[src/rtl/dec_scan_if.sv]
// Handshake/decode bus for dec_scan. Optional thermometer select (DEC_SCAN_THERMO_EN).
interface dec_scan_if #(
   parameter int WIDTHI = 3
);
   localparam int WIDTHO = 2**WIDTHI;

   logic              en;
   logic              mode;
   logic [WIDTHI-1:0] in;
   logic              in_valid;
   logic              in_ready;
   logic [WIDTHO-1:0] regout;
   logic              out_valid;
   logic [WIDTHI-1:0] scan_idx;
   logic              wrap;
`ifdef DEC_SCAN_THERMO_EN
   logic              thermo;
`endif

   modport master (
      output en, mode, in, in_valid,
      input  in_ready, regout, out_valid, scan_idx, wrap
`ifdef DEC_SCAN_THERMO_EN
      , output thermo
`endif
   );

   modport slave (
      input  en, mode, in, in_valid,
      output in_ready, regout, out_valid, scan_idx, wrap
`ifdef DEC_SCAN_THERMO_EN
      , input thermo
`endif
   );
endinterface

[src/rtl/dec_scan.sv]
// Binary-to-one-hot decoder with direct (handshaked) and auto-scan modes.
// Defining DEC_SCAN_THERMO_EN adds a thermo select for thermometer decoding.
module dec_scan #(
   parameter int WIDTHI = 3,
   parameter int DWELL  = 4
) (
   input  logic       clk,
   input  logic       rst,
   dec_scan_if.slave  bus
);
   localparam int WIDTHO = 2**WIDTHI;
   localparam logic [7:0]        DWELL_LAST = 8'(DWELL - 1);
   localparam logic [WIDTHO-1:0] ZERO_O     = {WIDTHO{1'b0}};
   localparam logic [WIDTHI-1:0] ZERO_I     = {WIDTHI{1'b0}};

   typedef enum logic [1:0] {
      IDLE   = 2'd0,
      DIRECT = 2'd1,
      SCAN   = 2'd2
   } state_t;

   state_t            state_r, state_s;
   logic [WIDTHO-1:0] regout_r, regout_s;
   logic              out_valid_r, out_valid_s;
   logic              wrap_r, wrap_s;
   logic [WIDTHI-1:0] scan_idx_r, scan_idx_s, idx_next_s;
   logic [7:0]        dwell_r, dwell_s;
   logic              in_ready_s;
   logic              thermo_s;

   // Thermometer mode sets bits [k:0]; otherwise only bit k.
   function automatic logic [WIDTHO-1:0] decode(input logic [WIDTHI-1:0] k,
                                                input logic thermo);
      logic [WIDTHO-1:0] v;
      v = ZERO_O;
      for (int i = 0; i < WIDTHO; i++) begin
         v[i] = thermo ? (i <= int'(k)) : (i == int'(k));
      end
      return v;
   endfunction

`ifdef DEC_SCAN_THERMO_EN
   assign thermo_s = bus.thermo;
`else
   assign thermo_s = 1'b0;
`endif

   assign in_ready_s    = (state_r == DIRECT) && bus.en;
   assign idx_next_s    = scan_idx_r + WIDTHI'(1'b1);
   assign bus.in_ready  = in_ready_s;
   assign bus.regout    = regout_r;
   assign bus.out_valid = out_valid_r;
   assign bus.scan_idx  = scan_idx_r;
   assign bus.wrap      = wrap_r;

   // Next-state and next-output logic; disable outranks mode and handshakes.
   always_comb begin
      state_s     = state_r;
      regout_s    = regout_r;
      out_valid_s = 1'b0;
      wrap_s      = 1'b0;
      scan_idx_s  = scan_idx_r;
      dwell_s     = dwell_r;
      if (!bus.en) begin
         state_s    = IDLE;
         regout_s   = ZERO_O;
         scan_idx_s = ZERO_I;
         dwell_s    = 8'd0;
      end else begin
         case (state_r)
            IDLE, DIRECT: begin
               if (bus.mode) begin
                  // Scan entry wins over a same-cycle handshake.
                  state_s     = SCAN;
                  scan_idx_s  = ZERO_I;
                  dwell_s     = 8'd0;
                  regout_s    = decode(ZERO_I, thermo_s);
                  out_valid_s = 1'b1;
               end else if ((state_r == DIRECT) && in_ready_s && bus.in_valid) begin
                  regout_s    = decode(bus.in, thermo_s);
                  out_valid_s = 1'b1;
               end else begin
                  state_s = DIRECT;
               end
            end
            SCAN: begin
               if (!bus.mode) begin
                  state_s    = DIRECT;
                  scan_idx_s = ZERO_I;
                  dwell_s    = 8'd0;
               end else if (dwell_r == DWELL_LAST) begin
                  dwell_s     = 8'd0;
                  scan_idx_s  = idx_next_s;
                  regout_s    = decode(idx_next_s, thermo_s);
                  out_valid_s = 1'b1;
                  wrap_s      = &scan_idx_r;
               end else begin
                  dwell_s = dwell_r + 8'd1;
               end
            end
            default: begin
               state_s    = IDLE;
               regout_s   = ZERO_O;
               scan_idx_s = ZERO_I;
               dwell_s    = 8'd0;
            end
         endcase
      end
   end

   // State and registered outputs, synchronous reset.
   always_ff @(posedge clk) begin
      if (rst) begin
         state_r     <= IDLE;
         regout_r    <= ZERO_O;
         out_valid_r <= 1'b0;
         wrap_r      <= 1'b0;
         scan_idx_r  <= ZERO_I;
         dwell_r     <= 8'd0;
      end else begin
         state_r     <= state_s;
         regout_r    <= regout_s;
         out_valid_r <= out_valid_s;
         wrap_r      <= wrap_s;
         scan_idx_r  <= scan_idx_s;
         dwell_r     <= dwell_s;
      end
   end
endmodule

[src/flat_wrapper.sv]
// flat-port wrapper written by rule: the top's interface ports become plain ports
module dec_scan_flat 
#(
   parameter int WIDTHI = 3,
   parameter int DWELL  = 4
)
  (clk, rst, bus_en, bus_mode, bus_in, bus_in_valid, bus_in_ready, bus_regout, bus_out_valid, bus_scan_idx, bus_wrap);
  dec_scan_if #(.WIDTHI(WIDTHI)) bus_i ();
  input  logic clk;
  input  logic rst;
  input wire logic [$bits(bus_i.en)-1:0] bus_en;
  input wire logic [$bits(bus_i.mode)-1:0] bus_mode;
  input wire logic [$bits(bus_i.in)-1:0] bus_in;
  input wire logic [$bits(bus_i.in_valid)-1:0] bus_in_valid;
  output wire logic [$bits(bus_i.in_ready)-1:0] bus_in_ready;
  output wire logic [$bits(bus_i.regout)-1:0] bus_regout;
  output wire logic [$bits(bus_i.out_valid)-1:0] bus_out_valid;
  output wire logic [$bits(bus_i.scan_idx)-1:0] bus_scan_idx;
  output wire logic [$bits(bus_i.wrap)-1:0] bus_wrap;
  assign bus_i.en = bus_en;
  assign bus_i.mode = bus_mode;
  assign bus_i.in = bus_in;
  assign bus_i.in_valid = bus_in_valid;
  assign bus_in_ready = bus_i.in_ready;
  assign bus_regout = bus_i.regout;
  assign bus_out_valid = bus_i.out_valid;
  assign bus_scan_idx = bus_i.scan_idx;
  assign bus_wrap = bus_i.wrap;
  dec_scan #(.WIDTHI(WIDTHI), .DWELL(DWELL)) u_core (.clk(clk), .rst(rst), .bus(bus_i));
endmodule
[config.mk]
export PLATFORM = sky130hd
export DESIGN_NAME = dec_scan_flat
export DESIGN_NICKNAME = d
export VERILOG_FILES = /design/src/rtl/dec_scan_if.sv /design/src/rtl/dec_scan.sv /design/src/flat_wrapper.sv
export SDC_FILE = /design/constraint.sdc
export NUM_CORES = 1
export LEC_CHECK = 0
export ABC_CLOCK_PERIOD_IN_PS = 1590
export CAP_MARGIN = 40
export CORE_UTILIZATION = 46
export DETAILED_ROUTE_END_ITERATION = 8
export GPL_TIMING_DRIVEN = 0
export HOLD_SLACK_MARGIN = 0.08
export PLACE_DENSITY = 0.73
export SLEW_MARGIN = 30
export SYNTH_ARGS = -nofsm -noshare
export SYNTH_HDL_FRONTEND = slang
export SYNTH_SLANG_ARGS = --single-unit
[constraint.sdc]
create_clock -name clk -period 1.59 [get_ports clk]
set_input_delay 0.318 -clock clk [delete_from_list [all_inputs] [get_ports clk]]
set_output_delay 0.318 -clock clk [all_outputs]
set_load 0.01 [all_outputs]
=== After elaboration in Yosys (flattened, before gate mapping) ===
Index checks and enable logic that the tools add are counted.

* Bits of input ports: 8
* Logic and storage cells: 71
* Register bits: 23
* Output and inout bits: 14

* Bitwise operators: 4
* $add $sub $neg: 2
* Reductions and logical operators: 13
* Mux-type cells: 22
* Equality and inequality tests: 24

{| class="wikitable"
|+ Operator list
! operator !! count
|-
| 8-bit two-way mux || 7
|-
| 8-bit case mux with 2 select lines || 2
|-
| 3-bit equality test, first input constant || 8
|-
| 2-bit by 3-bit equality test with 1-bit output, first input constant || 4
|-
| 3-bit two-way mux || 3
|-
| 8-bit by 1-bit adder with 8-bit output, second input constant || 1
|-
| 8-bit by 2-bit equality test with 1-bit output, second input constant || 1
|-
| 1-bit by 3-bit equality test with 1-bit output, first input constant || 2
|-
| 3-bit zero test || 2
|-
| 2-bit two-way mux || 3
|-
| 2-bit inequality test, second input constant || 3
|-
| 3-bit by 2-bit inequality test with 1-bit output, second input constant || 2
|-
| 3-bit case mux with 2 select lines || 1
|-
| 3-bit AND reduction || 2
|-
| 5-bit OR reduction || 1
|-
| 1-bit two-way mux || 4
|-
| 1-bit NOT || 4
|-
| 2-bit case mux with 2 select lines || 1
|-
| 2-bit AND reduction || 2
|-
| 2-bit OR reduction || 2
|-
| 3-bit by 1-bit adder with 3-bit output, second input constant || 1
|-
| 1-bit logical AND || 3
|-
| 3-bit inequality test, second input constant || 1
|-
| 2-bit by 1-bit equality test with 1-bit output, second input constant || 1
|-
| 4 further kinds || 4
|}

=== Depth between registers and ports, before layout ===
Gate-level depths: netlist of the first run.

* Depth in word-level cells: 7
* Depth in mapped cells: 6
* Gate-level depth less buffers: 5

=== Worst setup path before layout of the first run ===
Ideal clock, no wire load.

* Kind: reg2reg
* Start: register u_core.dwell_r[0]
* End: register u_core.regout_r[7], in the netlist u_core.bus.regout[7]
* Buffers on the path: 1
* Arrival time: 1.459 ns
* Cell stages (with the launch flop): 7
* Clock period less this slack: 1.538 ns
* Setup slack: 0.052 ns
* Data required time: 1.511 ns
* Library setup time: 0.079 ns
* Cell sequence: dfxtp_1 > ha_1 > nor4b_4 > a211o_4 > and2_4 > buf_6 > a211oi_2

* Word-level cells in the longest chain between the ends: 3

{| class="wikitable"
|+ RTL lines
! item !! line !! text
|-
| from (decl) || dec_scan.sv:27 || <nowiki>logic [7:0] dwell_r, dwell_s;</nowiki>
|-
| from (signal assigned) || dec_scan.sv:126 || <nowiki>dwell_r <= dwell_s;</nowiki>
|-
| 8-bit by 2-bit equality test with 1-bit output || dec_scan.sv:91 || <nowiki>end else if (dwell_r == DWELL_LAST) begin</nowiki>
|-
| 2-bit by 1-bit inequality test with 1-bit output (no line) || - ||
|-
| 3-bit AND reduction (no line) || - ||
|-
| to (signal assigned) || dec_scan.sv:122 || <nowiki>regout_r <= regout_s;</nowiki>
|-
| to (decl) || dec_scan.sv:23 || <nowiki>logic [WIDTHO-1:0] regout_r, regout_s;</nowiki>
|}

No other way between the ends.
A chain may end at the register's enable or synchronous reset.

=== Final worst setup path of the first run ===
* Start: register u_core.regout_r[4], in the netlist u_core.bus.regout[4]
* End: output bus_regout[4]

{| class="wikitable"
|+ RTL lines
! item !! line !! text
|-
| to (decl) || flat_wrapper.sv:16 || <nowiki>output wire logic [$bits(bus_i.regout)-1:0] bus_regout;</nowiki>
|}

No word-level cell between the ends.

==> impl_summary.md, run 1 <==
Drt
In this run, the number of DRC markers left after iteration 0 of detailed routing was 30. The highest metal layer carrying signal wires in the routed design is met4. The count of nets left with antenna violations once routing finished came out at 0. The first TritonRoute pass finished after 4 iterations. The detailed route wirelength on metal2 is 1.56 mm. After detailed routing, the total wire length is 3.05 mm. The detailed-route vias per instance is 5.87. The met3 layer wire length in the routed design is 124 µm. Dividing the detail-routed wire length by the instance count gives 15.7 µm. In the routed design, unresolved DRC markers number 0. Across all layers, the routed design uses 1139 vias.

The detailed router put a total of 1.32 mm of wire on met1.

Floorplan
For this configuration, the core starts out at a cell density of 0.490. The number of top-level design ports is 22. The initialized floorplan defines 18 standard-cell rows. The die covers 2880 µm². In this run the standard cell core region covers 2500 µm². The vertical die dimension is 53.6 µm. The die is 53.6 µm wide.

Yosys
The dominant cell type by area after synthesis is sky130_fd_sc_hd__dfxtp_1. The number of nets in the synthesized netlist is 149. The cell area after synthesis is 1230 µm². The area share of the largest cell type after synthesis is 0.376. The simple-gate area share of the yosys netlist is 0.206. The share of the synthesized area in compound gates (AO/OA/AOI/OAI) was 0.270. The portion of netlist area occupied by mux cells is 0.00816. Of the synthesized area, sequential elements account for 0.376.

The distinct cell type count after synthesis is 41. The largest family of logic cells by synthesized area is compound AO/OA/AOI/OAI gates. In this run, synthesis produced a sequential element count of 23. Ranked by total cell area, the synthesized netlist is headed by sky130_fd_sc_hd__dfxtp_1 38%, sky130_fd_sc_hd__a211oi_2 7.1%, sky130_fd_sc_hd__ha_1 7.1%. Of the total synthesized cell area, the portion taken by full adders, half adders and majority gates is 0.0714.

For this run, the number of Yosys warnings is 0. Averaged over all synthesized cells, the footprint is 9.15 µm². The share of the synthesized netlist area taken by xor and xnor gates is 0.0286. The post-synthesis cell count is 134.

STA
Setup repair after global routing could not meet its margin everywhere. The final setup TNS is 0 ps. Based on the critical path, the design can be clocked at up to 646 MHz.

In the finished design, the share of the clock period the worst path needs comes to 0.973. Setup violations remaining at the end of the flow were counted as 0. The hold violation total from the final report is 0. The final critical-path setup slack is 42.5 ps.

The worst hold margin is 261 ps. The shortest period the worst path allows is 1550 ps. The transition time of the tightest slew-check pin is 459 ps. For the final database, setup skew stands at 10.4 ps.

The number of pins with negative max-slew slack in the final report is 0. The worst-case headroom to the max-slew limit is 0.694.

Clock tree
The clock root buffer master is sky130_fd_sc_hd__clkbuf_4. CTS built an H-tree with a depth of 1. The latest clock arrival within the worst-skew pair is 310 ps.

The number of hold-repair buffers added at the cts stage is 0. The CTS buffer count is 3. TritonCTS built the clock tree. The clock-pin slew on the worst setup and hold paths is 130 ps. The maximum clock insertion buffer count is 2. The tree built by TritonCTS fans out to 23 sinks.

Cells and area
The number of inserted diodes is 0. The share of post-route cells with drive strength above 1 is 0.262. Once layout is done, the placed cells without fillers occupy 1630 µm². After filler insertion, the fill cell instance count of the layout stands at 199.

The area of the multi-input gates is 802 µm². The final layout contains 180 nets. From synthesis to final layout, the design area changed by 32.8%. After the flow finishes, the layout carries non-filler instances totaling 194.

The area used by sequential logic in the layout is 474 µm².

Critical path
The signal on the critical path passes through clkdlybuf4s50_1. Of all nets on the critical path, the largest fanout is 2. Broken down by cell family, the worst path's largest delay share belongs to buffers and inverters. On the critical path, the stage with the largest delay is an instance of sky130_fd_sc_hd__clkdlybuf4s50_1. STA classifies the critical path endpoint as an output port.

The data arrival at the endpoint of the critical path is 1230 ps. At the worst endpoint, the required time is 1270 ps. The setup path with the least slack is of type register to output port. The kind of launch point of the worst setup path is a register. The largest incremental delay on the critical path is 540 ps. Together, buffers and inverters on the worst path number 1.

Power and ir drop
Of the total power, the share spent switching nets is 0.268. The cell-internal power is 0.000758 W. The net load switching power is 0.000278 W.

The share of total power dissipated in the clock network is 0.264. For this design the ratio of total power to cell area is 636 nW/µm². The sequential group share of total power is 0.579. The worst vdd rail ir drop is 0.529 mV. The share of total power dissipated in combinational logic is 0.158.

The leakage power is 0.587 nW.

Global route
Entering global routing, the biggest net connects 13 pins. The global-route usage over all layers is 0.246. The overflow left after global routing is 0. The via count of the first global-routing pass is 1123.

The number of antenna violations at the first check in global routing is 0. The first global-routing pass estimated 5.07 mm of wire.

Place
The post-place instance area is 1460 µm². Timing analysis after detailed placement gives a worst setup slack of -433 ps. The cell total after placement is 184. Routability-driven placement finished with a final weighted congestion of 0.899. The post-DP HPWL is 2.15 mm.

Buffers placed on the I/O ports in this run total 20.

Worst hold path
The classification of the worst-slack hold path is input pin to register.

Run status
The run finished with clean final reports.

Job
The number of maximum-capacitance constraint violations is 0.
## layer usage
metal / vias to the layer above / global-route usage
li1: 555 / -
met1: 536 / 0.275
met2: 41 / 0.446
met3: 7 / 0.0367
met4: 0 / 0.132
met5: - / 0
## final cells by class
type	count	share of cell area
inverters	5	0.0131
plain buffers	4	0.0115
flip-flops and latches	23	0.291
well taps	30	0.0231
repair buffers	26	0.152
multi-input cells	102	0.493
clock buffers	4	0.0161
## layout by cell type, fill, tap and decap left out, types with 2 or more instances in the layout
master                            count
sky130_fd_sc_hd__a22oi_1              2
sky130_fd_sc_hd__clkbuf_1             2
sky130_fd_sc_hd__nand3_1              4
sky130_fd_sc_hd__buf_2                3
sky130_fd_sc_hd__nor2b_1              3
sky130_fd_sc_hd__clkdlybuf4s50_1     16
sky130_fd_sc_hd__buf_4                6
sky130_fd_sc_hd__dfxtp_4              2
sky130_fd_sc_hd__dfxtp_2              5
sky130_fd_sc_hd__ha_1                 4
sky130_fd_sc_hd__a21oi_2              2
sky130_fd_sc_hd__a211oi_2             7
sky130_fd_sc_hd__dlymetal6s2s_1       3
sky130_fd_sc_hd__a31oi_1              3
sky130_fd_sc_hd__ha_4                 2
sky130_fd_sc_hd__and3_1               2
sky130_fd_sc_hd__o21ai_0              6
sky130_fd_sc_hd__a21oi_1             12
sky130_fd_sc_hd__xnor2_1              2
sky130_fd_sc_hd__nor3_4               2
sky130_fd_sc_hd__nand2_1             10
sky130_fd_sc_hd__xor2_1               2
sky130_fd_sc_hd__o2bb2ai_1            2
sky130_fd_sc_hd__inv_1                4
sky130_fd_sc_hd__nor2_1              10
sky130_fd_sc_hd__a32oi_1              4
sky130_fd_sc_hd__nor3_1               2
sky130_fd_sc_hd__dfxtp_1             16
sky130_fd_sc_hd__clkbuf_4             3
## what timing repair did
action	CTS	global route
pin swaps	2	8
endpoints found under the setup margin	23	24
gates resized for setup	17	13
endpoints found under the hold margin	0	0
gates cloned	0	1
buffers inserted	3	3
## path summary, 6_finish.rpt
kind	from	endpoint	slack, ps	cells after the start
worst max-delay path	u_core.bus.regout[4]	bus_regout[4]	40	1
worst min-delay path	bus_mode	u_core.state_r[0]	260	2
worst max register to register	u_core.dwell_r[1]	u_core.bus.scan_idx[1]	50	5
worst min register to register	u_core.bus.regout[0]	u_core.bus.regout[0]	480	2
## cell usage after synthesis, drive strengths merged
cell     number
a211o         1
a211oi        8
a21oi        14
a22oi         2
a31oi         3
a32oi         4
and2          2
and3          3
and4          1
buf           4
clkbuf        1
dfxtp        23
ha            7
inv           5
mux2i         1
nand2        10
nand2b        1
nand3         4
nand3b        1
nor2         11
nor2b         3
nor3          4
nor3b         1
nor4b         2
o211ai        1
o21ai         8
o2bb2ai       2
o31ai         1
or3           1
or4           1
xnor2         2
xor2          2
## sequential cells by signal, indices dropped and copies added (netlist names)
signal,count
u_core.state_r,2
u_core.dwell_r,8
u_core.bus.regout,8
u_core.bus.scan_idx,3
u_core.bus.wrap,1
u_core.bus.out_valid,1
## logic make-up after synthesis
kind of cell	after synthesis
muxes	1
DFF	23
adders and majority gates	7
and+or+nand+nor	45
xor gates and xnor gates	4
buffers and inverters	10
AOI/OAI and AO/OA	44
## metrics by stage
step / total power [W] / utilization
global route: 0.00108 / 0.651
global placement: 0.000760 / 0.586
finish: 0.00104 / 0.651
CTS: 0.00104 / 0.629
floorplan: 0.000704 / -
detailed placement: 0.000766 / 0.586
## power groups by stage
stage,Clock (W),Combinational [W],Sequential (W)
finish,0.000273,0.000163,0.000599
global route,0.000302,0.000177,0.000601
CTS,0.000278,0.000163,0.000601
detailed placement,0,0.000153,0.000612
global placement,0,0.000149,0.000612
floorplan,0,0.0000892,0.000615
No activity file was read; power rests on OpenSTA's default activity.
==> run 2: changes to the inputs <==
--- a/config.mk
+++ b/config.mk
@@ -7,6 +7,7 @@
 export LEC_CHECK = 0
 export ABC_CLOCK_PERIOD_IN_PS = 1590
 export CAP_MARGIN = 40
+export CORE_MARGIN = 2
 export CORE_UTILIZATION = 46
 export DETAILED_ROUTE_END_ITERATION = 8
 export GPL_TIMING_DRIVEN = 0
==> run 2 against run 1 <==
The flow now finishes with violations (setup timing). Largest cell class unchanged. First-iteration DRC count down 27%. Global-route usage down 5.3 points. Routed wire length down 6.8%. Cell area down 2.8%. Cell count down 1.0%. Clock skew down 8.7 ps. Power up 0.55%. Combinational power about the same. Setup slack worse by 63 ps. Sequential power about the same. Flip-flop and latch count unchanged. Register-to-register slack worse by 70 ps.
==> impl_summary.md, run 2 (same netlist as run 1, synthesis figures left out) <==
Critical path
The worst setup path is launched from a register. STA classifies the critical path endpoint as a register. The required time of the critical path is 1850 ps (+580 ps).

The critical path in this run is classified as register to register. The setup slack of the most critical reg-to-reg path is -20 ps (-70 ps). The data arrival at the endpoint of the critical path is 1870 ps (+640 ps). The highest net fanout along the worst path was 8 (+6). The worst register-to-register path begins at u_core.dwell_r[0]. The timing startpoint of the critical path is u_core.dwell_r[0]. The worst setup path endpoint is u_core.bus.regout[0]. In this run the critical register-to-register path is captured at u_core.bus.regout[0]. The cell depth of the worst flop-to-flop path is 6 (+1).

Drt
The length of the first detailed-routing pass in iterations is 4 (unchanged). The detailed-route vias per instance came to 5.76 (-2.0%). The number of design-rule violations left by the first detailed-router iteration was 22 (-27%).

The wire length after detailed routing was 2.84 mm (-6.8%). The post-detailed-route DRC marker count is 0 (unchanged). The post-route antenna net violation count is 0 (unchanged). The routed via count was 1105 (-3.0%). The detailed-route wire length per cell is 14.8 µm (-5.8%).

Floorplan
The number of top-level design ports came to 22 (unchanged). The initial core utilization is 0.490 (unchanged). The vertical die dimension is 55.6 µm (+3.7%). The row count is 18 (unchanged). The core area is 2500 µm² (unchanged). The overall die width is 55.6 µm (+3.7%).

The die outline area was 3090 µm² (+7.6%).

Global route
The largest net degree at the start of global routing is 13 (unchanged). The number of antenna violations at the first check in global routing is 0 (unchanged). The global-route wire length before repair is 4.88 mm (-3.8%). The overflow left after global routing is 0 (unchanged). The global-route usage over all layers was 0.193 (-0.0531). The via count of the first global-routing pass came to 1148 (+2.2%).

Place
The count of buffers from port buffering is 20 (unchanged). The post-place instance area is 1460 µm² (unchanged). The final weighted congestion in routability-driven placement was 0.873 (-2.8%).

The post-DP HPWL came to 2.06 mm (-4.4%).

Clock tree
The CTS buffer count is 3 (unchanged). The clock-pin slew on the worst setup and hold paths came to 130 ps (about the same). The number of sinks on the clock net is 23 (unchanged). The clock root buffer master is sky130_fd_sc_hd__clkbuf_4.

The number of hold-repair buffers added at the cts stage is 0 (unchanged). The maximum clock insertion buffer count is 2 (unchanged). The number of levels in the clock H-tree was 1 (unchanged).

The clock tree from TritonCTS is done. The latest clock arrival within the worst-skew pair is 310 ps (about the same).

Cells and area
The area growth from synthesis to final layout is 29.1%. The count of fill cells added during filler insertion is 214 (+7.5%). The post-layout instance area was 1580 µm² (-2.8%). The final core utilization is 0.633 (-0.0180). The net count reported at finish came to 178 (-1.1%). The share of post-route cells with drive strength above 1 is 0.235 (-0.0276).

The area of the multi-input gates was 754 µm² (-5.9%). The library cells used most frequently in the layout, excluding fill and tap cells, are 16 x sky130_fd_sc_hd__clkdlybuf4s50_1, 16 x sky130_fd_sc_hd__dfxtp_1, 13 x sky130_fd_sc_hd__a21oi_1. The number of inserted diodes is 0 (unchanged). The area used by sequential logic in the layout is 474 µm² (unchanged).

STA
The shortest period the worst path allows is 1610 ps (+63.1 ps). The transition time of the tightest slew-check pin is 408 ps (-50.3 ps). The maximum clock frequency came to 621 MHz (-3.9%). The worst-case headroom to the max-slew limit is 0.726 (+0.0320). The worst setup skew after layout is 1.64 ps (-8.75 ps). Setup repair after global routing could not meet its margin everywhere.

The final critical-path setup slack is -20.6 ps (-63.1 ps). The hold violation total from the final report is 0 (unchanged). The number of pins with negative max-slew slack in the final report is 0 (unchanged). The part of the cycle the worst path needs was 1.01 (+0.0397). The number of setup violations in the final report is 1 (+1).

Worst hold path
The classification of the worst-slack hold path is input pin to register.

Job
The number of maximum-capacitance constraint violations is 0 (unchanged).

Power and ir drop
The power per cell area is 658 nW/µm² (+3.4%). The leakage power is 0.584 nW (-0.50%). The worst vdd rail ir drop was 0.516 mV (-2.5%).

Run status
The checks that failed: setup timing. The run finished, with violations left.
## run 2: critical path, stage by stage (launching register included)
cell                      delay, ps
sky130_fd_sc_hd__dfxtp_2        380
sky130_fd_sc_hd__ha_4           160
sky130_fd_sc_hd__nor4b_4        360
sky130_fd_sc_hd__a211o_4        220
sky130_fd_sc_hd__and2_4         140
sky130_fd_sc_hd__buf_8          130
sky130_fd_sc_hd__mux2i_1        170
## run 2: how the worst min path moves through the flow
| stage | startpoint | to | slack, ps | cells past startpoint |
|---|---|---|---|---|
| final | bus_mode | u_core.state_r[0] | 260 | 2 |
| after global placement | u_core.bus.regout[0] | u_core.bus.regout[0] | 450 | 2 |
| after CTS | bus_mode | u_core.state_r[0] | 250 | 2 |
| after global routing | bus_mode | u_core.state_r[0] | 270 | 2 |
| after floorplan | bus_in_valid | u_core.bus.out_valid | 450 | 2 |
| after detailed placement | u_core.bus.regout[0] | u_core.bus.regout[0] | 450 | 2 |
## run 2: report_power, final
part	leakage, nW	switching [W]	total [W]	internal, W
combinational	0.378	0.0000875	0.000165	0.0000779
sequential	0.190	0.0000111	0.000597	0.000586
clock	0.0150	0.000180	0.000278	0.0000981
total	0.584	0.000279	0.00104	0.000762
## run 2: final cells by class
type	instances	share of cell area
multi-input cells	101	0.477
flip-flops and latches	23	0.300
repair buffers	24	0.150
well taps	30	0.0237
plain buffers	5	0.0213
clock buffers	4	0.0166
inverters	5	0.0119
## run 2: layer usage
| metal | wire (µm) | GRT usage | vias to the layer above |
|---|---|---|---|
| li1 | - | - | 550 |
| met1 | 1290 | 0.226 | 520 |
| met2 | 1390 | 0.340 | 28 |
| met3 | 109 | 0.0279 | 7 |
| met4 | 52 | 0.101 | 0 |
| met5 | 0 | 0 | - |
## run 2: what timing repair did
action,in CTS,in global routing
resized for setup,15,7
setup endpoints to repair,23,21
pin swaps,2,5
buffers inserted,4,1
## run 2: through the flow
stage	std cells	setup TNS, ps	worst slack (ps)	hold WS [ps]	total power (W)
2_1_floorplan	134	0	51.6	448	0.000704
3_3_place_gp	184	-2880	-303	449	0.000760
3_5_place_dp	184	-3610	-376	454	0.000766
4_1_cts	192	0	0.838	248	0.00104
5_1_grt	192	-821	-88.5	272	0.00109
6_report	192	-20.6	-20.6	261	0.00104
==> RTL change 1 (settings of run 1) <==
`WIDTHI` is set to 3 in 3 places; all go to 2.
--- a/src/rtl/dec_scan_if.sv
+++ b/src/rtl/dec_scan_if.sv
@@ -1,6 +1,6 @@
 // Handshake/decode bus for dec_scan. Optional thermometer select (DEC_SCAN_THERMO_EN).
 interface dec_scan_if #(
-   parameter int WIDTHI = 3
+   parameter int WIDTHI = 2
 );
    localparam int WIDTHO = 2**WIDTHI;
 
--- a/src/rtl/dec_scan.sv
+++ b/src/rtl/dec_scan.sv
@@ -1,7 +1,7 @@
 // Binary-to-one-hot decoder with direct (handshaked) and auto-scan modes.
 // Defining DEC_SCAN_THERMO_EN adds a thermo select for thermometer decoding.
 module dec_scan #(
-   parameter int WIDTHI = 3,
+   parameter int WIDTHI = 2,
    parameter int DWELL  = 4
 ) (
    input  logic       clk,
--- a/src/flat_wrapper.sv
+++ b/src/flat_wrapper.sv
@@ -1,7 +1,7 @@
 // flat-port wrapper written by rule: the top's interface ports become plain ports
 module dec_scan_flat 
 #(
-   parameter int WIDTHI = 3,
+   parameter int WIDTHI = 2,
    parameter int DWELL  = 4
 )
   (clk, rst, bus_en, bus_mode, bus_in, bus_in_valid, bus_in_ready, bus_regout, bus_out_valid, bus_scan_idx, bus_wrap);
Interface: changed (resized bus_in, bus_regout and bus_scan_idx); port bits go from 22 to 16. The function was not compared with the original's and may differ.
==> RTL change 1 against run 1 <==
  * Synthesized area down 24%
  * Sequential cell count fell by 5
  * Routed wire length down 35%
  * Critical path depth grew 4
  * Final area down 25%
  * Total power shrank 20%
  * Register-to-register slack gained 0.02 ns
  * Die area shrank 23%
  * Setup slack improved by 0.031 ns
  * Highest routed layer unchanged
==> RTL change 1: results (changes against run 1) <==
status=complete, no violations; Skew-Pair Late Insertion Delay=0.29 ns (-0.02 ns); highest metal used=met4; met3 WL=114 um (-8.1%); Async S/R FF share, synth=0 (unchanged); Yosys cell types=42 (+2.4%); max FFs per register=8; top cells by count, synth=18 x dfxtp_1, 13 x nor2_1, 9 x nand2_1; via/cell ratio=5.487 (-6.5%); root buf cell=clkbuf_4; Leak=0.0004958 uW (-15%); GRT Util Overall=0.2027 (-0.04377); first-pass GRT wire length=3.146 mm (-38%); met2 usage=0.3083 (-0.1375); overflow left after global routing=0 (unchanged); largest net degree at the start of global routing=11 (-2); CTS buffer count=3 (unchanged); worst slew pin tran=0.4614 ns (+0.002873 ns); Layout fillers=163 (-18%); RePlAce Congestion=0.8146 (-9.4%); met1 usage=0.2827 (+0.007966); dpl hpwl=1.476 mm (-31%); post-synth net total=117 (-21%); grt peak-use layer=met2; CP max-delay cell=or3_4; WL met1=940 um (-29%); per-cell routed wire length=13.04 um (-17%); share of layout cells above drive strength 1=0.1654 (-0.09684); Reg clk slew, reported paths=0.10 ns (-0.03 ns); Largest Register=u_core.dwell_r; register area share after synthesis=0.3850 (+0.009517); CP max stage delay=0.40 ns (-0.14 ns); Critical Path AT=1.74 ns (+0.51 ns); initial antenna violation count=0 (unchanged); H-tree Lvls=1 (unchanged); port bufs=15 (-25%); Hold Path Class=reg2reg; yosys warns=0 (unchanged); CP Max Fanout=4 (+2); number of global-route vias before repair=703 (-37%); placed cell area=1117 um2 (-24%); post-cts sizing count=8 (-9); syn_area_per_cell=8.913 um2 (-2.6%); starting DRC count in detailed routing=24 (-20%); Final #Nets=140 (-22%); drt total wl=1.982 mm (-35%); global-route met3 utilization=0.06923 (+0.03251); # diodes=0 (unchanged); Max IR drop VDD=0.4208 mV (-20%); met2 wire length=912 um (-42%); Max clock buf depth=2 (unchanged); Setup Skew=0.004140 ns (-0.006245 ns); Crit path max-delay family=simple AND/OR/NAND/NOR gates; first-pass iteration count of the detailed router=5 (+1); top cells by area, synth=dfxtp_1 39%, ha_1 6.7%, nor2_1 5.2%, xor2_1 4.7%, nand2_1 3.6%; post-CTS setup buffers=1 (-2)
==> RTL change 1: final cells by class <==
type                       count  share of cell area
clock buffer                   4             0.02990
inverter                       6             0.01856
sequential                    18              0.3010
tap                           25             0.02577
multi-input combinational     77              0.4588
buffer                         4             0.02371
timing repair buffer          18              0.1423
==> RTL change 1: where the power goes <==
group / switching [uW] / internal (uW) / leakage, uW
Sequential: 3.00 / 456 / 0.000147
Clock: 132 / 140 / 0.0000210
Combinational: 49.6 / 48.3 / 0.000328
==> RTL change 1: path summary, 6_finish.rpt <==
check	from	slack [ns]	to	depth (start not counted)
max	u_core.dwell_r[0]	0.07	u_core.bus.scan_idx[0]	5
min	u_core.bus.regout[0]	0.48	u_core.bus.regout[0]	2
max reg2reg	u_core.dwell_r[0]	0.07	u_core.bus.scan_idx[0]	5
min reg2reg	u_core.bus.regout[0]	0.48	u_core.bus.regout[0]	2
==> RTL change 1: cells by family (layout without fill, tap and decap cells) <==
kind of cell | count (synthesis) | count (layout) | synth area share
fa+ha+maj | 5 | 5 | 0.06684
buf+inv | 10 | 32 | 0.04278
simple gates | 39 | 39 | 0.2313
xor+xnor | 5 | 5 | 0.04679
compound gates | 25 | 25 | 0.1952
flops | 18 | 18 | 0.3850
mux | 3 | 3 | 0.03209
==> RTL change 1: metrics by stage <==
stage | hold slack, ns | worst slack (ns) | utilization
final | 0.4835 | 0.07310 | 0.6667
after floorplan | 0.4790 | 0.1494 | -
after global routing | 0.5090 | -0.04168 | 0.6667
after global placement | 0.4469 | -0.2547 | 0.6137
after detailed placement | 0.4790 | -0.2661 | 0.6137
after CTS | 0.4931 | 0.002991 | 0.6460
==> RTL change 2 (flow settings as in run 1) <==
Made on the original files. Reset style: asynchronous (`rst`), changed in one clocked block. Comments in the files are not updated.
--- a/src/rtl/dec_scan.sv
+++ b/src/rtl/dec_scan.sv
@@ -109,7 +109,7 @@
    end
 
    // State and registered outputs, synchronous reset.
-   always_ff @(posedge clk) begin
+   always_ff @(posedge clk or posedge rst) begin
       if (rst) begin
          state_r     <= IDLE;
          regout_r    <= ZERO_O;
Check against the original RTL: differs if rst is asserted again (counterexample within 4 cycles, from zero or initial values and one cycle with rst high); with rst held inactive, the same outputs for 10 cycles.
==> RTL change 2 against run 1 <==
  * The run now ends with setup timing left
  * Maximum frequency shrank 28%
  * Total power grew 1.3%
  * Routed wire length shrank 9.1%
  * Synthesized area grew 6.4%
  * Sequential cell count is the same
  * Final area grew 3.4%
  * Setup slack lost 0.59 ns
  * Critical path type is now reg2reg
  * Largest cell class unchanged
==> RTL change 2: results (changes against run 1) <==
status=finished with violations; violated checks=setup timing; total power=1049 uW (+1.3%); top cells by count, synth=23 x dfrtp_1, 17 x nor2_1, 8 x ha_1, 8 x inv_1, 8 x mux2_2; first-pass GRT wire length=4.554 mm (-10%); Place WS=-0.6673 ns (-0.2343 ns); Layout fillers=211 (+6.0%); Main synth FF type=dfrtp_1; worst hold slack=0.2832 ns (+0.02243 ns); number of global-route vias before repair=954 (-15%); Setup Skew=0.007239 ns (-0.003146 ns); starting DRC count in detailed routing=29 (-3.3%); per-cell routed wire length=14.76 um (-6.2%); Placed Instances=177 (-3.8%); dpl hpwl=1.985 mm (-7.7%); internal power=769.9 uW (+1.6%); CP max stage delay=0.51 ns (-0.03 ns); RePlAce Congestion=0.8188 (-8.9%); Max IR drop VDD=0.5839 mV (+10%); post-synth net total=143 (-4.0%); # setup viols final=19 (+19); syn_area_per_cell=10.28 um2 (+12%); Multi-input gate area=715.7 um2 (-11%); GRT Util Overall=0.1878 (-0.05862); CP max-delay cell=or4_4; drt total wl=2.774 mm (-9.1%); CP Max Fanout=8 (+6); final worst slack=-0.5447 ns (-0.5872 ns)
## RTL change 2: cell count changes after synthesis, moves of 4 or more
cell,run 1,this run
nand2_1,10,6
a211oi_2,7,0
nor3b_1,1,5
dfrtp_1,0,23
a21oi_1,13,5
inv_1,4,8
nor2_1,11,17
clkbuf_1,1,5
dfxtp_1,23,0
o21ai_0,6,0
mux2_2,0,8
## RTL change 2: path summary, 6_finish.rpt
path                                          end  depth (start not counted)
max in group asynchronous  u_core.bus.scan_idx[2]                          3
setup reg to reg             u_core.bus.regout[4]                          5
hold / removal                  u_core.dwell_r[6]                          2
setup / recovery             u_core.bus.regout[4]                          5
hold reg to reg              u_core.bus.regout[4]                          1
min in group clk             u_core.bus.regout[5]                          3
## RTL change 2: final cells by class
cell class,instances,share of cell area
clock buffers,3,0.01338
multi-input cells,91,0.4253
clock inverters,1,0.002974
inverters,8,0.01784
flip-flops and latches,23,0.3420
repair buffers,28,0.1636
plain buffers,4,0.01264
well taps,30,0.02230
## RTL change 2: worst reg2reg max path: stages, from the launching register on
cell and delay, ns:
dfrtp_1 0.41, or4_4 0.51, or4_4 0.45, a31oi_4 0.20
buf_12 0.15, mux2_4 0.30
## RTL change 2: repair_timing
item,4_1_cts,5_1_grt
endpoints found under the setup margin,22,22
resized for setup,12,10
pin swaps,1,1
buffers inserted,7,1
## RTL change 2: logic make-up after synthesis
logic type,synth area share
buffers and inverters,0.03739
xor gates and xnor gates,0.03356
AOI/OAI and AO/OA,0.1179
DFF,0.4410
adders and majority gates,0.07670
muxes,0.09205
and+or+nand+nor,0.2013
## RTL change 2: metal layers
metal / vias up / GRT usage / routed length [um]
met2: 18 / 0.3339 / 1432
met3: 2 / 0.02342 / 90
li1: 511 / - / -
met4: 0 / 0.05357 / 4
met5: - / 0 / 0
met1: 508 / 0.2383 / 1247
